--- src/rtl/rv_mem_arbiter.sv ---
// Two-requester (IF / LS) arbiter for the shared single-port synchronous memory.
// Optional grant/conflict statistics counters are enabled by defining ARB_STATS_EN.
module rv_mem_arbiter #(
    parameter int unsigned AW         = 32,
    parameter int unsigned DW         = 32,
    parameter int unsigned STARVE_MAX = 4
) (
    input  logic            clk,
    input  logic            rst,
    input  logic            if_req,
    input  logic [AW-1:0]   if_addr,
    output logic            if_gnt,
    output logic            if_rvalid,
    output logic [DW-1:0]   if_rdata,
    input  logic            ls_req,
    input  logic            ls_we,
    input  logic [DW/8-1:0] ls_be,
    input  logic [AW-1:0]   ls_addr,
    input  logic [DW-1:0]   ls_wdata,
    output logic            ls_gnt,
    output logic            ls_rvalid,
    output logic [DW-1:0]   ls_rdata,
    output logic            mem_ce,
    output logic            mem_we,
    output logic [DW/8-1:0] mem_be,
    output logic [AW-1:0]   mem_addr,
    output logic [DW-1:0]   mem_wdata,
    input  logic [DW-1:0]   mem_rdata
`ifdef ARB_STATS_EN
    ,
    output logic [31:0]     if_gnt_cnt,
    output logic [31:0]     ls_gnt_cnt,
    output logic [31:0]     conflict_cnt
`endif
);

    logic [3:0] starve_q, starve_d;
    logic       pend_if_q, pend_if_d;
    logic       pend_ls_q, pend_ls_d;
    logic       if_win;

    // IF wins when it is alone, or when it has been denied long enough.
    always_comb begin
        if_win = if_req && (!ls_req || (starve_q >= 4'(STARVE_MAX)));
        if_gnt = rst && if_win;
        ls_gnt = rst && ls_req && !if_win;
    end

    always_comb begin
        mem_ce    = if_gnt || ls_gnt;
        mem_we    = 1'b0;
        mem_be    = '0;
        mem_addr  = '0;
        mem_wdata = '0;
        if (if_gnt) begin
            mem_be   = '1;
            mem_addr = if_addr;
        end else if (ls_gnt) begin
            mem_we    = ls_we;
            mem_be    = ls_be;
            mem_addr  = ls_addr;
            mem_wdata = ls_wdata;
        end
    end

    always_comb begin
        starve_d = '0;
        if (if_req && !if_gnt)
            starve_d = (starve_q == 4'hF) ? 4'hF : starve_q + 4'd1;
        pend_if_d = if_gnt;
        pend_ls_d = ls_gnt && !ls_we;
    end

    always_ff @(posedge clk or negedge rst) begin
        if (!rst) begin
            starve_q  <= '0;
            pend_if_q <= 1'b0;
            pend_ls_q <= 1'b0;
        end else begin
            starve_q  <= starve_d;
            pend_if_q <= pend_if_d;
            pend_ls_q <= pend_ls_d;
        end
    end

    always_comb begin
        if_rvalid = pend_if_q;
        ls_rvalid = pend_ls_q;
        if_rdata  = pend_if_q ? mem_rdata : '0;
        ls_rdata  = pend_ls_q ? mem_rdata : '0;
    end

`ifdef ARB_STATS_EN
    logic [31:0] if_gnt_cnt_q, if_gnt_cnt_d;
    logic [31:0] ls_gnt_cnt_q, ls_gnt_cnt_d;
    logic [31:0] conflict_cnt_q, conflict_cnt_d;

    always_comb begin
        if_gnt_cnt_d   = if_gnt_cnt_q + 32'(if_gnt);
        ls_gnt_cnt_d   = ls_gnt_cnt_q + 32'(ls_gnt);
        conflict_cnt_d = conflict_cnt_q + 32'(if_req && ls_req);
    end

    always_ff @(posedge clk or negedge rst) begin
        if (!rst) begin
            if_gnt_cnt_q   <= '0;
            ls_gnt_cnt_q   <= '0;
            conflict_cnt_q <= '0;
        end else begin
            if_gnt_cnt_q   <= if_gnt_cnt_d;
            ls_gnt_cnt_q   <= ls_gnt_cnt_d;
            conflict_cnt_q <= conflict_cnt_d;
        end
    end

    assign if_gnt_cnt   = if_gnt_cnt_q;
    assign ls_gnt_cnt   = ls_gnt_cnt_q;
    assign conflict_cnt = conflict_cnt_q;
`endif

endmodule

--- config.mk ---
export PLATFORM = sky130hd
export DESIGN_NAME = rv_mem_arbiter
export DESIGN_NICKNAME = d
export VERILOG_FILES = /design/src/rtl/rv_mem_arbiter.sv
export SDC_FILE = /design/constraint.sdc
export NUM_CORES = 1
export LEC_CHECK = 0
export ABC_AREA = 1
export BUFFER_PORTS_ARGS = -buffer_cell sky130_fd_sc_hd__buf_4
export CAP_MARGIN = 5
export CELL_PAD_IN_SITES_DETAIL_PLACEMENT = 1
export CELL_PAD_IN_SITES_GLOBAL_PLACEMENT = 1
export CORE_UTILIZATION = 15
export CTS_CLUSTER_DIAMETER = 120
export DETAILED_ROUTE_END_ITERATION = 7
export PLACE_DENSITY = 0.87
export SYNTH_ARGS = -nofsm -noshare
export SYNTH_HDL_FRONTEND = slang
export SYNTH_SLANG_ARGS = --single-unit
--- constraint.sdc ---
create_clock -name clk -period 1.2 [get_ports clk]
set_input_delay 0.12 -clock clk [delete_from_list [all_inputs] [get_ports clk]]
set_output_delay 0.12 -clock clk [all_outputs]
set_load 0.02 [all_outputs]
* After elaboration in Yosys (flattened, before gate mapping) *
Cells that the tools add are included.

storage, ports and cells
  bits in writable memories = 0
  bits in registers = 6
  logic and storage cells = 30
  memories kept = 0
  bits in latches = 0
  bits in read-only memories = 0
  output and inout port bits = 138

operators by class
  equality and inequality tests = 1
  multiply operators = 0
  bitwise operators = 0
  add/subtract/negate cells = 1
  order comparisons = 1
  mux-type cells = 12
  shifts and indexed selects = 0
  div/mod/pow operators = 0
  reduce and logical (&&, ||, !) cells = 12

operators with widths
  cell                 number
  $mux 32              6
  $mux 4               4
  $logic_and 1x1->1    6
  $add 4x1->4 const B  1
  $eq 4x4->1 const B   1
  $ge 4x3->1 const B   1
  $logic_not 1->1      4
  $logic_or 1x1->1     2
  $mux 1               2

* Logic depth before layout (Yosys ltp) *
Gate-level depths: netlist of run 1.

  depth after elaboration = 7
  mapped depth = 6
  depth with buffers taken out = 5

* Least setup slack after synthesis of run 1 *
OpenSTA, ideal clock, no wires.

  kind = register to output
  start = reg starve_q[2]
  end = out mem_wdata[10]
  path slack = -0.139 ns
  buffers on the path = 1
  arrival time = 1.219 ns
  stages on the path, launching flop included = 7
  path through = dfrtp_1 > nor2_2 > nand2_4 > nand2_4 > nand2_4 > buf_6 > nor2_1

between the ends
  word-level cells in the longest chain between the ends = 7

RTL lines
  item                    RTL line  RTL
  from (decl)             37        logic [3:0] starve_q, starve_d;
  from (signal assigned)  80        starve_q <= starve_d;
  $ge 4x3->1 *            44        if_win = if_req && (!ls_req || (starve_q >= 4'(STARVE_MAX)));
  $logic_or 1x1->1 *      44
  $logic_and 1x1->1 *     44
  $logic_not 1->1         46        ls_gnt = rst && ls_req && !if_win;
  $logic_and 1x1->1       46
  $mux 32                 58        end else if (ls_gnt) begin
  $mux 32 *               55        if (if_gnt) begin
  to (decl)               27        output logic [DW-1:0] mem_wdata,

Mark *: on every way between the ends. The rest lies on a longest branch, timed or not.

* Worst setup path after layout of run 1 *
  start = reg starve_q[3]
  end = out mem_wdata[5]

The elaborated chain is that of the path after synthesis.

==> key figures, run 1 <==
Clock network
  – Root Buffer: clkbuf_16
  – CTS sink count: 6
  – H-tree depth: 1
  – Clock transition at path regs: 30 ps
  – Worst skew pair latency: 230 ps
  – Clk buf depth: 2
  – CTS Buf Count: 3
  – TritonCTS clock tree: done

Worst setup path
  – Critical Path End Type: output port
  – Required time of the worst setup path: 1080 ps
  – Reg2Reg Depth: 7
  – Critical-path top delay cell: dfrtp_1
  – Worst setup SP type: flip-flop
  – Crit Path Max Fanout: 12
  – Cell Chain, Critical Path: nor2_2 > nand2_4 > nand2_8 > nand2_8 > buf_12 > nor2_4 > buf_6
  – Worst path max stage delay: approximately 390 ps
  – CP Class: flip-flop to output port
  – Critical Path AT: between 1000 and 1500 ps
  – Crit path top cell by count: nand2_8

Pwr
  – Worst vdd ir: 255 uV
  – Static Leak: 0.00354 uW
  – Power Density: 460 nW/um^2

Detailed routing
  – First-pass DRT Iterations: 5
  – Post-route DRC: 0
  – WL final: 13600 um
  – Routed length per placed instance: approximately 17 um
  – Vias: 3515
  – Vias per Instance: approximately 4.4
  – ANT nets after route: 0
  – Iter 0 DRT Violations: 163

Final layout
  – Most frequent cells in the layout: buf_4 (159), buf_6 (130), inv_2 (64), nand2_4 (57), nand2_2 (43)
  – Fillers: 1281
  – Antenna cells: 0
  – Share of post-route cells with drive strength above 1: 0.834
  – Synthesis-to-finish area growth: 238%
  – Multi-input gate area: roughly 2000 um^2
  – Reg area: between 150 and 200 um^2
  – Commonest non-fill, non-tap cell in the layout: buf_4
  – Layout Nets: 791

Min path
  – Hold Path Cell Cnt: 2
  – Hold crit path type: input pin to flip-flop

Synthesis
  – Synth unique cells: 17
  – Post-synthesis net count: 500
  – Syn. warnings: 0
  – Post-Syn Instances: 362
  – Cell taking the most area after synthesis: nand2_1
  – Sequential area share after synthesis: 0.0862
  – Top cell type's share of synthesized area: 0.239
  – Average size of a mapped cell: 4.81 um^2
  – Synthesis-stage register bit count: 6
  – Mapped Area: roughly 1700 um^2
  – Ranking of synthesized cells by area: nand2_1 (24%), inv_1 (22%), nand4_1 (12%)

Global route
  – GRT Resource Usage Total: 0.199
  – Initial antenna violation count: 0
  – Vias in the first global route: between 3000 and 4000
  – Largest net degree at the start of global routing: 26
  – GRT Residual Overflow: 0
  – First-pass GRT wire length: 18200 um

Timing
  – Final setup vio count: 140
  – RSZ-0062 raised after global routing: true
  – Pins over their slew limit: 0
  – Peak Freq: about 0.63 GHz
  – Slew headroom: 0.852
  – Final min period: 1600 ps
  – Setup Skew: slightly above 0.6 ps
  – Tcrit/Tclk final: 1.33
  – Worst Setup Slack, final: -399 ps
  – Worst slew pin tran: 220 ps
  – Fin. Hold Viols: 0
  – Hold Slack: roughly 53 ps

Place
  – Pre-CTS WS: -177 ps
  – Routability-driven placement congestion ratio: about 0.75
  – Number of I/O port buffers: 274
  – HPWL Detailed: 9340 um

Die
  – Core Rows: 38
  – Starting density of the core: 0.157
  – # IOs: 275
  – Die height: approximately 110 um
  – Die W: 110 um
  – Total die area: roughly 12000 um^2
  – Core area: 11100 um^2

Run
  – Max Cap Violations: 0

Outcome
  – Outcome: finished, violations left
  – Violated checks: negative setup slack
area by class of cell:
cell class	count	share of cell area
repair buffers	312	0.528
multi-input cells	225	0.336
flip-flops and latches	6	0.0260
clock buffers	3	0.0128
well taps	140	0.0298
inverters	105	0.0675
through the flow:
step | util | total power (uW) | std cells | setup TNS (ps) | cell area, um^2
after floorplan | - | 891 | 362 | -1070 | 2000
after global placement | 0.393 | 1660 | 771 | -7060 | 4350
after detailed placement | 0.393 | 1700 | 771 | -8520 | 4350
after CTS | 0.485 | 2530 | 788 | -31790 | 5370
after global routing | 0.531 | 2840 | 791 | -39240 | 5880
final | 0.531 | 2710 | 791 | -31550 | 5880
synth_stat cells, drive strengths merged:
cell    number
nor2        38
dfrtp        6
o21ai        1
buf         16
nand4       33
inv        105
clkbuf      10
nand2      114
ha           1
nand3       37
a21boi       1
final timing paths:
path                                   from      endpoint  slack (ps)
worst max register to register  starve_q[3]   starve_q[1]        -120
worst min register to register  starve_q[0]   starve_q[0]         590
max in group asynchronous               rst     ls_rvalid         600
worst min-delay path                  ls_we     ls_rvalid          50
worst max-delay path            starve_q[3]  mem_wdata[5]        -400
min in group asynchronous               rst   starve_q[0]         360
repair_timing:
item,in CTS,in global routing
hold endpoints to repair,6,0
pin swaps,9,33
setup endpoints to repair,105,142
hold buffers,2,0
resized for setup,215,164
gates cloned,6,2
buffers inserted,6,7
kinds of logic (layout without fill, tap and decap cells):
logic type                 count (synthesis)  in the layout  synth area share
and+or+nand+nor                          222            222             0.585
buffers and inverters                    131            420             0.314
DFF                                        6              6            0.0862
AOI/OAI and AO/OA                          2              2           0.00718
adders and majority gates                  1              1           0.00718
power by group:
group          switching (uW)  internal (uW)
logic                     997            938
registers                16.1            215
clock network             112            428
critical path: cells and delay by family, from the launching register on:
kind	cells	cell delay, ps
flops	1	390
simple gates	5	550
buf+inv	2	290
per-layer routing:
layer,GRT usage,vias to the layer above,share of wire
li1,-,1650,-
met1,0.190,1667,0.32
met2,0.416,177,0.59
met3,0.0391,21,0.061
met4,0.0619,0,0.022
met5,0,-,0
registers in the layout (all words and copies together), names as in the netlist:
name	count
starve_q	4
if_rvalid	1
ls_rvalid	1
Note: power is estimated with default switching activity, not from simulation.
==> inputs of run 2 (changes only) <==
==> constraint.sdc (replaced) <==
create_clock -name clk -period 1.2 [get_ports clk]
set_input_delay 0.12 -clock clk [delete_from_list [all_inputs] [get_ports clk]]
set_output_delay 0.12 -clock clk [all_outputs]
set_load 0.01 [all_outputs]
==> run 2 against run 1 <==
The run still ends with negative setup slack left. Total power is 19% lower. Sequential cell count stayed put. Register-to-register slack better by 130 ps. Critical path type unchanged. Largest power group unchanged.
==> key figures, run 2 (synthesized netlist as in run 1, its figures left out) <==
Outcome
  – Outcome: finished, violations left
  – Violated checks: negative setup slack

Final layout
  – Max reg flops: 4
  – Commonest non-fill, non-tap cell in the layout: buf_4
  – Reg area: roughly 150 um^2
  – Antenna cells: 0
  – Multi-input gate area: 1390 um^2
  – Share of post-route cells with drive strength above 1: 0.639
  – Most frequent cells in the layout: buf_4 (242), inv_1 (74), nand2_1 (74), buf_6 (49), nand3_1 (36)
  – Synthesis-to-finish area growth: 177%
  – Reg with most FFs: starve_q
  – Post-route design area: a little under 5000 um^2
  – Fillers: 1393
  – Layout Nets: 783

Global route
  – First-pass GRT wire length: between 10000 and 15000 um
  – Vias in the first global route: 3186
  – Initial antenna violation count: 0
  – GRT Residual Overflow: 0
  – Largest net degree at the start of global routing: 34
  – GRT Resource Usage Total: 0.158

Min path
  – Hold Path Cell Cnt: 2
  – Hold crit path type: input pin to flip-flop
  – Hold endpoint: ls_rvalid
  – Hold_sp: ls_we

Die
  – Core Rows: 38
  – Die height: 110 um
  – Core area: about 11000 um^2
  – Total die area: 12000 um^2
  – Starting density of the core: 0.157
  – # IOs: between 200 and 300
  – Die W: 110 um

Timing
  – Pins over their slew limit: 0
  – Worst slew pin tran: 284 ps
  – RSZ-0062 raised after global routing: true
  – Peak Freq: roughly 0.65 GHz
  – Fin. Hold Viols: 0
  – Hold Slack: about 93 ps
  – Final min period: 1540 ps
  – Setup TNS: -23350 ps
  – Worst Setup Slack, final: -342 ps
  – Setup Skew: ~0.9 ps
  – Tcrit/Tclk final: 1.28
  – Final setup vio count: 124
  – Slew headroom: 0.810

Detailed routing
  – Post-route DRC: 0
  – Vias: 3365
  – ANT nets after route: 0
  – Routed length per placed instance: between 10 and 15 um
  – Iter 0 DRT Violations: 101
  – First-pass DRT Iterations: 4
  – Metal2 WL: 6570 um
  – WL final: 11500 um
  – Vias per Instance: ~4.3
  – DR top layer: met4
  – DR WL met3: approximately 970 um
  – Metal-1 WL: between 3000 and 4000 um

Worst setup path
  – Critical Path AT: 1420 ps
  – CP Class: flip-flop to output port
  – Worst setup SP type: flip-flop
  – Crit Path Max Fanout: 10
  – Required time of the worst setup path: 1080 ps
  – Flop2flop setup slack: 10 ps
  – Critical Path End Type: output port
  – Reg2Reg Depth: 6
  – R2r startpoint: starve_q[3]
  – Critical Path Source: starve_q[3]
  – R2R Path End: starve_q[2]

Place
  – HPWL Detailed: about 8700 um
  – Placed Area: 4030 um^2
  – Routability-driven placement congestion ratio: 0.770
  – Number of I/O port buffers: 274

Clock network
  – Clk buf depth: 2
  – Root Buffer: clkbuf_16
  – Worst skew pair latency: 230 ps
  – CTS Buf Count: 3
  – H-tree depth: 1
  – CTS sink count: 6
  – Clock transition at path regs: 30 ps
  – TritonCTS clock tree: done

Run
  – Max Cap Violations: 0

Pwr
  – Static Leak: 0.00318 uW
  – Total power: 2180 uW
  – Power Density: 452 nW/um^2
  – Worst vdd ir: 371 uV
## run 2: timing repair
item / 4_1_cts / 5_1_grt
hold buffers: 1 / 0
gates resized for setup: 20 / 162
hold endpoints to repair: 6 / 0
setup endpoints to repair: 78 / 120
setup buffers: 2 / 3
gates cloned: 3 / 5
pin swaps: 2 / 17
## run 2: per-layer routing
metal / track usage / up-vias
li1: - / 1637
met1: 0.151 / 1546
met2: 0.334 / 170
met3: 0.0373 / 12
met4: 0.0314 / 0
met5: 0 / -
## run 2: power by group
group | switching [uW] | leakage (uW) | internal (uW)
Sequential | 16.6 | 0.0000777 | 215
Combinational | 661 | 0.00307 | 759
Clock | 106 | 0.0000370 | 427
## run 2: area by class of cell
cell class                 instances  share of cell area
clock buffer                       3              0.0155
timing repair buffer             304               0.547
inverter                         105              0.0832
multi-input combinational        225               0.287
sequential                         6              0.0316
tap                              140              0.0363
## run 2: how the worst max path moves through the flow
stage                    endpoint  slack, ps  cells past startpoint
finish              mem_wdata[10]       -340                      7
global placement           if_gnt       -160                      6
detailed placement  mem_wdata[11]       -230                      7
global route        mem_wdata[19]       -420                      7
floorplan           mem_wdata[10]        -20                      6
CTS                  mem_addr[18]       -350                      7
## run 2: stage by stage
| step | util | cells | setup slack [ps] |
|---|---|---|---|
| 6_report | 0.436 | 783 | -342 |
| 5_1_grt | 0.436 | 783 | -420 |
| 4_1_cts | 0.386 | 778 | -351 |
| 3_5_place_dp | 0.364 | 769 | -231 |
| 3_3_place_gp | 0.364 | 769 | -161 |
| 2_1_floorplan | - | 362 | -17.3 |
## run 2: critical path: stages (launching register included)
cell and delay [ps]:
dfrtp_1 380, nor2_2 160, nand2_4 100, nand2_8 100
nand2_8 80, buf_12 160, nor2_2 90, buf_4 130
==> inputs of run 3 (changes only) <==
--- a/config.mk
+++ b/config.mk
@@ -8,12 +8,12 @@
 export ABC_AREA = 1
 export BUFFER_PORTS_ARGS = -buffer_cell sky130_fd_sc_hd__buf_4
 export CAP_MARGIN = 5
-export CELL_PAD_IN_SITES_DETAIL_PLACEMENT = 1
-export CELL_PAD_IN_SITES_GLOBAL_PLACEMENT = 1
-export CORE_UTILIZATION = 15
+export CORE_AREA = 5 5 105 107
 export CTS_CLUSTER_DIAMETER = 120
+export CTS_CLUSTER_SIZE = 20
 export DETAILED_ROUTE_END_ITERATION = 7
-export PLACE_DENSITY = 0.87
+export DIE_AREA = 0 0 110 112
+export PLACE_DENSITY = 0.6
 export SYNTH_ARGS = -nofsm -noshare
 export SYNTH_HDL_FRONTEND = slang
 export SYNTH_SLANG_ARGS = --single-unit
==> run 3 against run 2 <==
The run still ends with negative setup slack left. Cell area grew 3.4%. Sequential share of layout area decreased by 0.11 points. Die area rose by 2.3%. Register-to-register slack gained 20 ps. Wire length down 2.5%. Clock power is 40% lower. Via count is essentially flat. Sequential cell count did not move. Final cell count up 0.13%. Critical path type unchanged. Critical endpoint is now mem_addr[26]. Largest power group unchanged.
==> key figures, run 3 (synthesized netlist as in run 1, its figures left out) <==
Worst setup path
  – Critical Path AT: 1420 ps
  – R2r startpoint: starve_q[3]
  – Worst path bufs/invs: 3
  – Required time of the worst setup path: approximately 1100 ps
  – Crit Path Max Fanout: 3
  – Delay-heaviest family, CP: buffers and inverters
  – Crit path top cell by count: buf_4
  – Critical-path top delay cell: dfrtp_1
  – Cell Chain, Critical Path: nor2_2 > nand2_4 > buf_4 > buf_4 > nand4_1 > nand2_1 > buf_6
  – Worst path max stage delay: 380 ps
  – Worst setup SP type: flip-flop
  – CP Class: flip-flop to output port
  – Critical Path Source: starve_q[3]
  – Critical Path End Type: output port

Die
  – Die height: around 110 um
  – Total die area: 12300 um^2
  – Starting density of the core: 0.173
  – Core Rows: 37
  – # IOs: approximately 280
  – Die W: 110 um
  – Core area: around 10000 um^2

Pwr
  – Power Density: 412 nW/um^2
  – Total power: 2060 uW
  – Static Leak: 0.00332 uW
  – Worst vdd ir: about 200 uV

Global route
  – GRT Resource Usage Total: 0.140
  – Largest net degree at the start of global routing: 38
  – Initial antenna violation count: 0
  – Vias in the first global route: approximately 3100
  – First-pass GRT wire length: 14100 um
  – GRT Residual Overflow: 0

Detailed routing
  – Iter 0 DRT Violations: 180
  – Vias: 3368
  – Routed length per placed instance: 14.3 um
  – WL final: 11200 um
  – Post-route DRC: 0
  – Vias per Instance: 4.30
  – ANT nets after route: 0
  – First-pass DRT Iterations: 4

Final layout
  – Share of post-route cells with drive strength above 1: 0.648
  – Most frequent cells in the layout: buf_4 (218), nand2_1 (75), buf_6 (74), inv_1 (71), nand3_1 (36)
  – Layout Nets: 788
  – Finished Core Util: 0.497
  – Max reg flops: 4
  – Antenna cells: 0
  – Reg with most FFs: starve_q
  – Synthesis-to-finish area growth: 187%
  – Commonest non-fill, non-tap cell in the layout: buf_4

Clock network
  – Clk buf depth: 2
  – CTS Buf Count: 3
  – H-tree depth: 1
  – Clock transition at path regs: 40 ps
  – CTS sink count: 6
  – Worst skew pair latency: 230 ps
  – TritonCTS clock tree: done
  – Root Buffer: clkbuf_8

Timing
  – Setup TNS: -25230 ps
  – Final min period: 1540 ps
  – Tcrit/Tclk final: 1.28
  – Worst Setup Slack, final: -339 ps
  – Fin. Hold Viols: 0
  – Peak Freq: around 0.65 GHz
  – Worst slew pin tran: a little over 300 ps
  – Slew headroom: 0.799
  – Setup Skew: 3.89 ps
  – Pins over their slew limit: 0
  – Hold Slack: between 80 and 90 ps
  – RSZ-0062 raised after global routing: true
  – Final setup vio count: 127

Run
  – Max Cap Violations: 0

Min path
  – Hold_sp: ls_we
  – Hold crit path type: input pin to flip-flop

Outcome
  – Violated checks: negative setup slack
  – Outcome: finished, violations left

Place
  – Number of I/O port buffers: 274
  – Routability-driven placement congestion ratio: 0.850
  – HPWL Detailed: about 8000 um
-- run 3: layer usage --
metal	vias up	routed length, um	part of all wire	global-route usage
li1	1646	-	-	-
met1	1495	3660	0.33	0.143
met2	199	5900	0.53	0.262
met3	28	1280	0.11	0.0429
met4	0	339	0.030	0.0474
met5	-	0	0	0
-- run 3: worst paths after layout --
path	depth (start not counted)	slack, ps	end
max reg2reg	7	30	starve_q[3]
max	7	-340	mem_addr[26]
max in group asynchronous	3	820	if_rvalid
min	2	80	ls_rvalid
min reg2reg	3	580	starve_q[0]
min in group asynchronous	3	180	ls_rvalid
-- run 3: metrics by stage --
stage	instance area (um^2)	worst slack (ps)	instances
floorplan	1750	-17.3	362
global placement	4020	-106	766
detailed placement	4020	-150	766
CTS	4360	-354	776
global route	4990	-397	784
finish	4990	-339	784
-- run 3: report_power, final --
| group | internal [uW] | total (uW) | switching, uW |
|---|---|---|---|
| sequential | 214 | 231 | 16.1 |
| clock | 217 | 318 | 102 |
| combinational | 839 | 1510 | 671 |
-- run 3: cell type report --
| cell class | count | area, um^2 |
|---|---|---|
| fill | 926 | 5050 |
| timing repair buffer | 309 | 2850 |
| multi-input combinational | 225 | 1380 |
| inverter | 105 | 399 |
| tap | 136 | 170 |
| sequential | 6 | 153 |
| clock buffer | 3 | 41.3 |
-- run 3: what timing repair did --
action,4_1_cts,5_1_grt
endpoints found under the setup margin,74,109
hold buffers,1,0
pin swaps,7,41
gates resized for setup,56,153
cloned,2,8
hold endpoints to repair,6,0
buffers inserted,4,0
